### config.mk
export PLATFORM = sky130hd
export DESIGN_NAME = datapath
export DESIGN_NICKNAME = d
export VERILOG_FILES = /design/src/rtl/datapath.sv
export SDC_FILE = /design/constraint.sdc
export NUM_CORES = 1
export LEC_CHECK = 0
export BUFFER_PORTS_ARGS = -buffer_cell sky130_fd_sc_hd__buf_2
export CAP_MARGIN = 40
export CORE_ASPECT_RATIO = 0.7
export CORE_MARGIN = 3
export CORE_UTILIZATION = 56
export CTS_CLUSTER_DIAMETER = 50
export DETAILED_ROUTE_END_ITERATION = 6
export GPL_ROUTABILITY_DRIVEN = 0
export HOLD_SLACK_MARGIN = 0.03
export PLACE_DENSITY = 0.86
export SLEW_MARGIN = 5
export SYNTH_ARGS = -nofsm -noshare
export SYNTH_HDL_FRONTEND = slang
export SYNTH_SLANG_ARGS = --single-unit
### constraint.sdc
create_clock -name clock -period 7.15 [get_ports clock]
set_clock_uncertainty 0.1 [all_clocks]
set_input_delay 1.0725 -clock clock [delete_from_list [all_inputs] [get_ports clock]]
set_output_delay 1.0725 -clock clock [all_outputs]
set_load 0.02 [all_outputs]
### src/rtl/datapath.sv
// Single-bus 32-bit datapath slice: R1-R3, PC, MDR, Y and a 64-bit Z joined by one bus.
// The ALU does AND and PC increment; strobes come from an external control unit.
module datapath (
  input  logic        clock,
  input  logic        clear,
  input  logic [31:0] Mdatain,
  input  logic        Read,
  input  logic        MDRin,
  input  logic        Yin,
  input  logic        R1in,
  input  logic        R2in,
  input  logic        R3in,
  input  logic        PCout,
  input  logic        Zlowout,
  input  logic        MDRout,
  input  logic        R2out,
  input  logic        R3out,
  output logic [31:0] BusMuxOut,
  output logic [31:0] R1_q,
  output logic [31:0] R2_q,
  output logic [31:0] R3_q,
  output logic [31:0] PC_q,
  output logic [31:0] MDR_q,
  output logic [31:0] Y_q,
  output logic [31:0] Zlow_q,
  output logic [31:0] Zhigh_q
);

  localparam int unsigned W = 32;

  logic [2*W-1:0] alu_result;
  logic           z_in;
  logic           inc_pending_q;

  // Priority bus mux; never floats, reads zero with no driver.
  always_comb begin
    BusMuxOut = '0;
    if (Zlowout)     BusMuxOut = Zlow_q;
    else if (MDRout) BusMuxOut = MDR_q;
    else if (PCout)  BusMuxOut = PC_q;
    else if (R2out)  BusMuxOut = R2_q;
    else if (R3out)  BusMuxOut = R3_q;
  end

  always_comb begin
    alu_result = '0;
    if (PCout) alu_result = {W'(0), BusMuxOut + W'(1)};
    else       alu_result = {W'(0), Y_q & BusMuxOut};
  end

  assign z_in = (PCout | R2out | R3out) & ~Zlowout;

  always_ff @(posedge clock or negedge clear) begin
    if (!clear) begin
      R1_q          <= '0;
      R2_q          <= '0;
      R3_q          <= '0;
      PC_q          <= '0;
      MDR_q         <= '0;
      Y_q           <= '0;
      Zlow_q        <= '0;
      Zhigh_q       <= '0;
      inc_pending_q <= 1'b0;
    end else begin
      if (R1in) R1_q <= BusMuxOut;
      if (R2in) R2_q <= BusMuxOut;
      if (R3in) R3_q <= BusMuxOut;
      if (Yin)  Y_q  <= BusMuxOut;
      if (MDRin) MDR_q <= Read ? Mdatain : BusMuxOut;
      if (z_in) begin
        Zlow_q  <= alu_result[W-1:0];
        Zhigh_q <= alu_result[2*W-1:W];
      end
      // Only an increment result in Z may be written back into PC.
      if (Zlowout && inc_pending_q) PC_q <= Zlow_q;
      if (Zlowout)   inc_pending_q <= 1'b0;
      else if (z_in) inc_pending_q <= PCout;
    end
  end

endmodule

# [Yosys cells after proc, flatten, opt, wreduce, memory -nomap -nowiden]
# Cells that the tools add are included.
[totals] ff_bits=257 input_bits=45 out_inout_bits=288 wordCells=26
[classes] add_sub_neg=1 n_mux=9 n_bitwise=5 reduce_logical=2
[op_table] cell="2-to-1 mux 32 bit" count=7
[op_table] cell="adder 32 x 1 -> 32 bit (second input constant)" count=1
[op_table] cell="bitwise AND 32 bit" count=1
[op_table] cell="2-to-1 mux 1 bit" count=2
[op_table] cell="bitwise OR 1 bit" count=2
[op_table] cell="nonzero test 2 bit" count=1
[op_table] cell="bitwise AND 1 bit" count=1
[op_table] cell="logical AND 1 bit" count=1
[op_table] cell="NOT 1 bit" count=1

# [Logic depth before layout (Yosys ltp)]
[depth] depth_word=7 ltp_mapped=13 ltp_nobuf=11

# [Worst setup path after synthesis]
# No wires, ideal clock.
[synth_timing] kind="input port to flip-flop" start="in PCout" end="reg Zlow_q[30]" setup_time_ns=0.082 arrival_time_ns=4.086 t_required_ns=6.968 setup_slack_ns=2.882 cell_stages=12 path_buffers=3 path_cell_list="buf_2 buf_6 buf_2 a221oi_2 a2bb2oi_1 ha_1 and2_1 o2111ai_1 nor4_4 nand2_2 or4_1 a31oi_1"
[synth_between] elab_chain_cells=5 elab_cells_between_ends=9 cone_classes="1 x add/sub; 4 x mux; 4 x bitwise"
[synth_rtl] item="start, declared" line="13" text="input logic PCout,"
[synth_rtl] item="2-to-1 mux 32 bit" line="40" text="else if (PCout) BusMuxOut = PC_q;"
[synth_rtl] item="2-to-1 mux 32 bit" line="39" text="else if (MDRout) BusMuxOut = MDR_q;"
[synth_rtl] item="2-to-1 mux 32 bit" line="38" text="if (Zlowout) BusMuxOut = Zlow_q;"
[synth_rtl] item="via BusMuxOut[0]" line="18" text="output logic [31:0] BusMuxOut,"
[synth_rtl] item="adder 32 x 1 -> 32 bit" line="47" text="if (PCout) alu_result = {W'(0), BusMuxOut + W'(1)};"
[synth_rtl] item="2-to-1 mux 32 bit" line="47"
[synth_rtl] item="end signal, assigned" line="71" text="Zlow_q <= alu_result[W-1:0];"
[synth_rtl] item="end, declared" line="25" text="output logic [31:0] Zlow_q,"
# The timed path passes the listed nets, and every way through them passes these cells.
# A chain may end at the register's enable or synchronous reset.

# [Final worst setup path]
[layout_timing] start="in MDRout" end="out BusMuxOut[1]"
[layout_between] elab_chain_cells=2
[layout_rtl] item="start, declared" line="15" text="input logic MDRout,"
[layout_rtl] item="2-to-1 mux 32 bit" line="39"
[layout_rtl] item="2-to-1 mux 32 bit" line="38"
[layout_rtl] item="end, declared" line="18"
# No other way between the ends.

==> metrics.yaml <==
global_route:
  grt_use_met1_pct: 45.0
  grtUsageTotal_pct: 32.6
  met2_usage_pct: 51.4
  met3_usage_pct: 7.86
  overflow: 0
  top_usage_layer: "met2"
  grt_pass1_wl_um: 56200
  grt_pass1_vias: 9398
  grt_antenna_before_repair: 2
  grt_max_degree: 99
logic_synthesis:
  synth_seq_area_share_pct: 50.1
  syn_inst: 999
  ys_seq_elements: 225
  ys.flop_type: "dfrtp_1"
  ys_warn_count: 0
  async_flop_share_pct: 100
  synth_edf_count: 0
  netlist_area_um2: 11200
  avgSynthCellArea_um2: 11.3
  ys_types: 71
critical_path:
  crit_path_frequent_cell: "buf_2"
  arrival_ps: 3660
  r2r_setup_slack_ps: 3390
  cp-startpoint: "MDRout"
  path_buf_inv: 3
  crit_family: "buffers and inverters"
  required_ps: 5980
  crit_path_max_incr_delay_ps: 680
  cp-start-kind: "primary input"
  crit_chain: "buf_2 -> clkinv_1 -> o21a_1 -> a221oi_1 -> a21oi_1 -> buf_2"
  r2r-end: "Zlow_q[26]$_DFFE_PN0P_"
  worstPathMaxFanout: 20
  cp-end-kind: "output port"
  critPathKind: "in2out"
  cpMaxStageDelayCell: "clkinv_1"
  reg2regPathDepth: 10
  r2r_start: "R2_q[0]$_DFFE_PN0P_"
sta:
  period_minus_slack_ps: 4830
  max_freq_ghz: 0.207
  drv_slew: 0
  fin_crit_sh_pct: 67.6
  setup_violations: 0
  fin_tns_setup_ps: 0
  slew_headroom_pct: 45.1
  whs_ps: 405
  rsz0062_at_grt: "no"
  fin_ws_ps: 2320
  worst_pin_slew_ps: 821
  hold_viol: 0
clocking:
  clock_latency_ps: 500
  max-clock-path-buffers: 3
  cts_made_buffers: 22
  htree_levels: 1
  cts_sinks: 225
  root_buffer: "clkbuf_16"
  cts_tree: "done"
  ctsHoldBuffers: 0
  postCtsSetupBuffers: 0
  cts_resized: 0
  clk_pin_slew_ps: 70
placed_design:
  port_buffers: 300
  place_hpwl_um: 25000
  pre_cts_ws_ps: 2050
final_layout:
  drive_gt1_share_pct: 42.9
  seqCellArea_um2: 5630
  multi_input_area_um2: 5040
  area_growth_syn_to_layout_pct: 21.0
  fillCellCount: 1395
  nNetsFinal: 1314
  n_antenna_cell: 0
floorplanning:
  dieHeight_um: 125
  num_io_pins: 333
  core_area_um2: 19300
  die_w_um: 175
  dieArea_um2: 21800
  start_util_pct: 58.3
  rows: 42
worst_hold_path:
  holdCritStartpoint: "R1_q[29]$_DFFE_PN0P_"
  whs_path_depth: 1
  hold_path_end: "R1_q[29]$_DFFE_PN0P_"
  hold_path.class: "reg2reg"
route:
  drc_errors: 0
  first_iter_violations: 1110
  vias: 9485
  ant_nets: 0
  drt-vias-per-instance: 6.13
  wl_per_cell_um: 23.7
  routed_wl_um: 36700
  first_pass_iters: 5
power:
  p_leak_nw: 6.24
  pwr_density_cell_nw_per_um2: 330
  peakVddDrop_uv: 208
job:
  cap_violations: 0
run_status:
  status: "complete, no violations"
## final cells by class
cell class | count | share of cell area, %
inverter | 17 | 0.469
clock buffer | 31 | 4.67
sequential | 225 | 41.4
clock inverter | 8 | 0.763
tap | 264 | 2.43
timing repair buffer | 327 | 13.3
multi-input combinational | 675 | 37.0
## worst register-to-register path, delay by kind of cell (launching register included)
kind,cells,cell delay [ps]
flip-flops,1,390
AO/OA/AOI/OAI,5,1510
adder cells (fa/ha/maj),1,300
AND/OR/NAND/NOR,4,1380
## layout by cell type, fill, tap and decap left out, drive strengths merged, types with 11 or more instances in the layout
cell type  netlist  final
nand3           15     15
nand2           36     36
dfrtp          225    225
o21ai           46     46
inv             16     17
nor2            86     86
mux2i           28     28
clkbuf          39     31
conb             1     32
o221ai          13     13
buf             74    327
a31oi           17     17
a21oi           70     70
a221oi          19     19
a21o            11     11
mux2           164    164
## logic make-up (layout without fill, tap and decap cells)
| group | Yosys count | after routing | synth area share (%) |
|---|---|---|---|
| other | 1 | 32 | 0.0333 |
| AO/OA/AOI/OAI | 239 | 239 | 14.7 |
| flip-flops | 225 | 225 | 50.1 |
| XOR/XNOR | 3 | 3 | 0.234 |
| AND/OR/NAND/NOR | 208 | 208 | 9.65 |
| buffers and inverters | 130 | 383 | 6.29 |
| adder cells (fa/ha/maj) | 1 | 1 | 0.111 |
| multiplexers | 192 | 192 | 18.9 |
## layer usage
metal | up-vias | wire length [µm] | share of wire (%)
met2 | 546 | 17000 | 46
met3 | 74 | 3770 | 10
li1 | 4126 | - | -
met4 | 2 | 1080 | 2.9
met5 | - | 13 | 0.035
met1 | 4737 | 14900 | 41
## power by group
part	internal [mW]	switching [mW]	total, mW
Clock	0.696	0.493	1.19
Sequential	1.55	0.260	1.81
Combinational	0.545	0.943	1.49
Total	2.79	1.70	4.49
## worst max-delay path by stage
stage	end	cells past startpoint
finish	BusMuxOut[1]	6
global placement	Zlow_q[26]$_DFFE_PN0P_	12
floorplan	Zlow_q[30]$_DFFE_PN0P_	12
global route	BusMuxOut[1]	6
CTS	BusMuxOut[1]	6
detailed placement	Zlow_q[26]$_DFFE_PN0P_	12
## Yosys cell counts (4+ instances only)
cell,instances,area [µm²]
o221ai_1,12,105
mux2_2,164,1850
a21o_1,11,82.6
o31ai_1,9,67.6
nand3b_1,5,37.5
nand3_1,14,70.1
a221o_1,4,40.0
o21ai_0,40,200
inv_1,14,52.6
o21a_1,10,75.1
nor3_1,7,35.0
nand2b_1,5,31.3
nand2_1,35,131
a2bb2oi_1,5,43.8
buf_6,6,67.6
buf_4,40,300
and4_1,5,43.8
nand4_1,4,25.0
clkbuf_1,38,143
buf_2,18,90.1
nor2b_1,4,25.0
a21oi_1,70,350
a22oi_1,10,75.1
dfrtp_1,225,5630
a31oi_1,16,100
mux2i_1,28,280
or4_1,7,52.6
and2_1,4,25.0
a221oi_1,16,140
nor2_1,86,323
or3_1,8,50.1
and3b_1,8,70.1
buf_1,10,37.5
## through the flow
| step | utilization (%) | power (mW) | instances | area, µm² |
|---|---|---|---|---|
| floorplan | - | 2.70 | 1030 | 11400 |
| global placement | 66.0 | 3.24 | 1501 | 12700 |
| detailed placement | 66.7 | 3.30 | 1508 | 12900 |
| CTS | 70.6 | 4.49 | 1547 | 13600 |
| global route | 70.6 | 4.68 | 1547 | 13600 |
| finish | 70.6 | 4.49 | 1547 | 13600 |
## sequential cells by signal (all words and copies together) (netlist names)
register       cells
MDR_q             32
PC_q              32
R1_q              32
R2_q              32
R3_q              32
Y_q               32
Zlow_q            32
inc_pending_q      1
No activity file was read; power rests on OpenSTA's default activity.
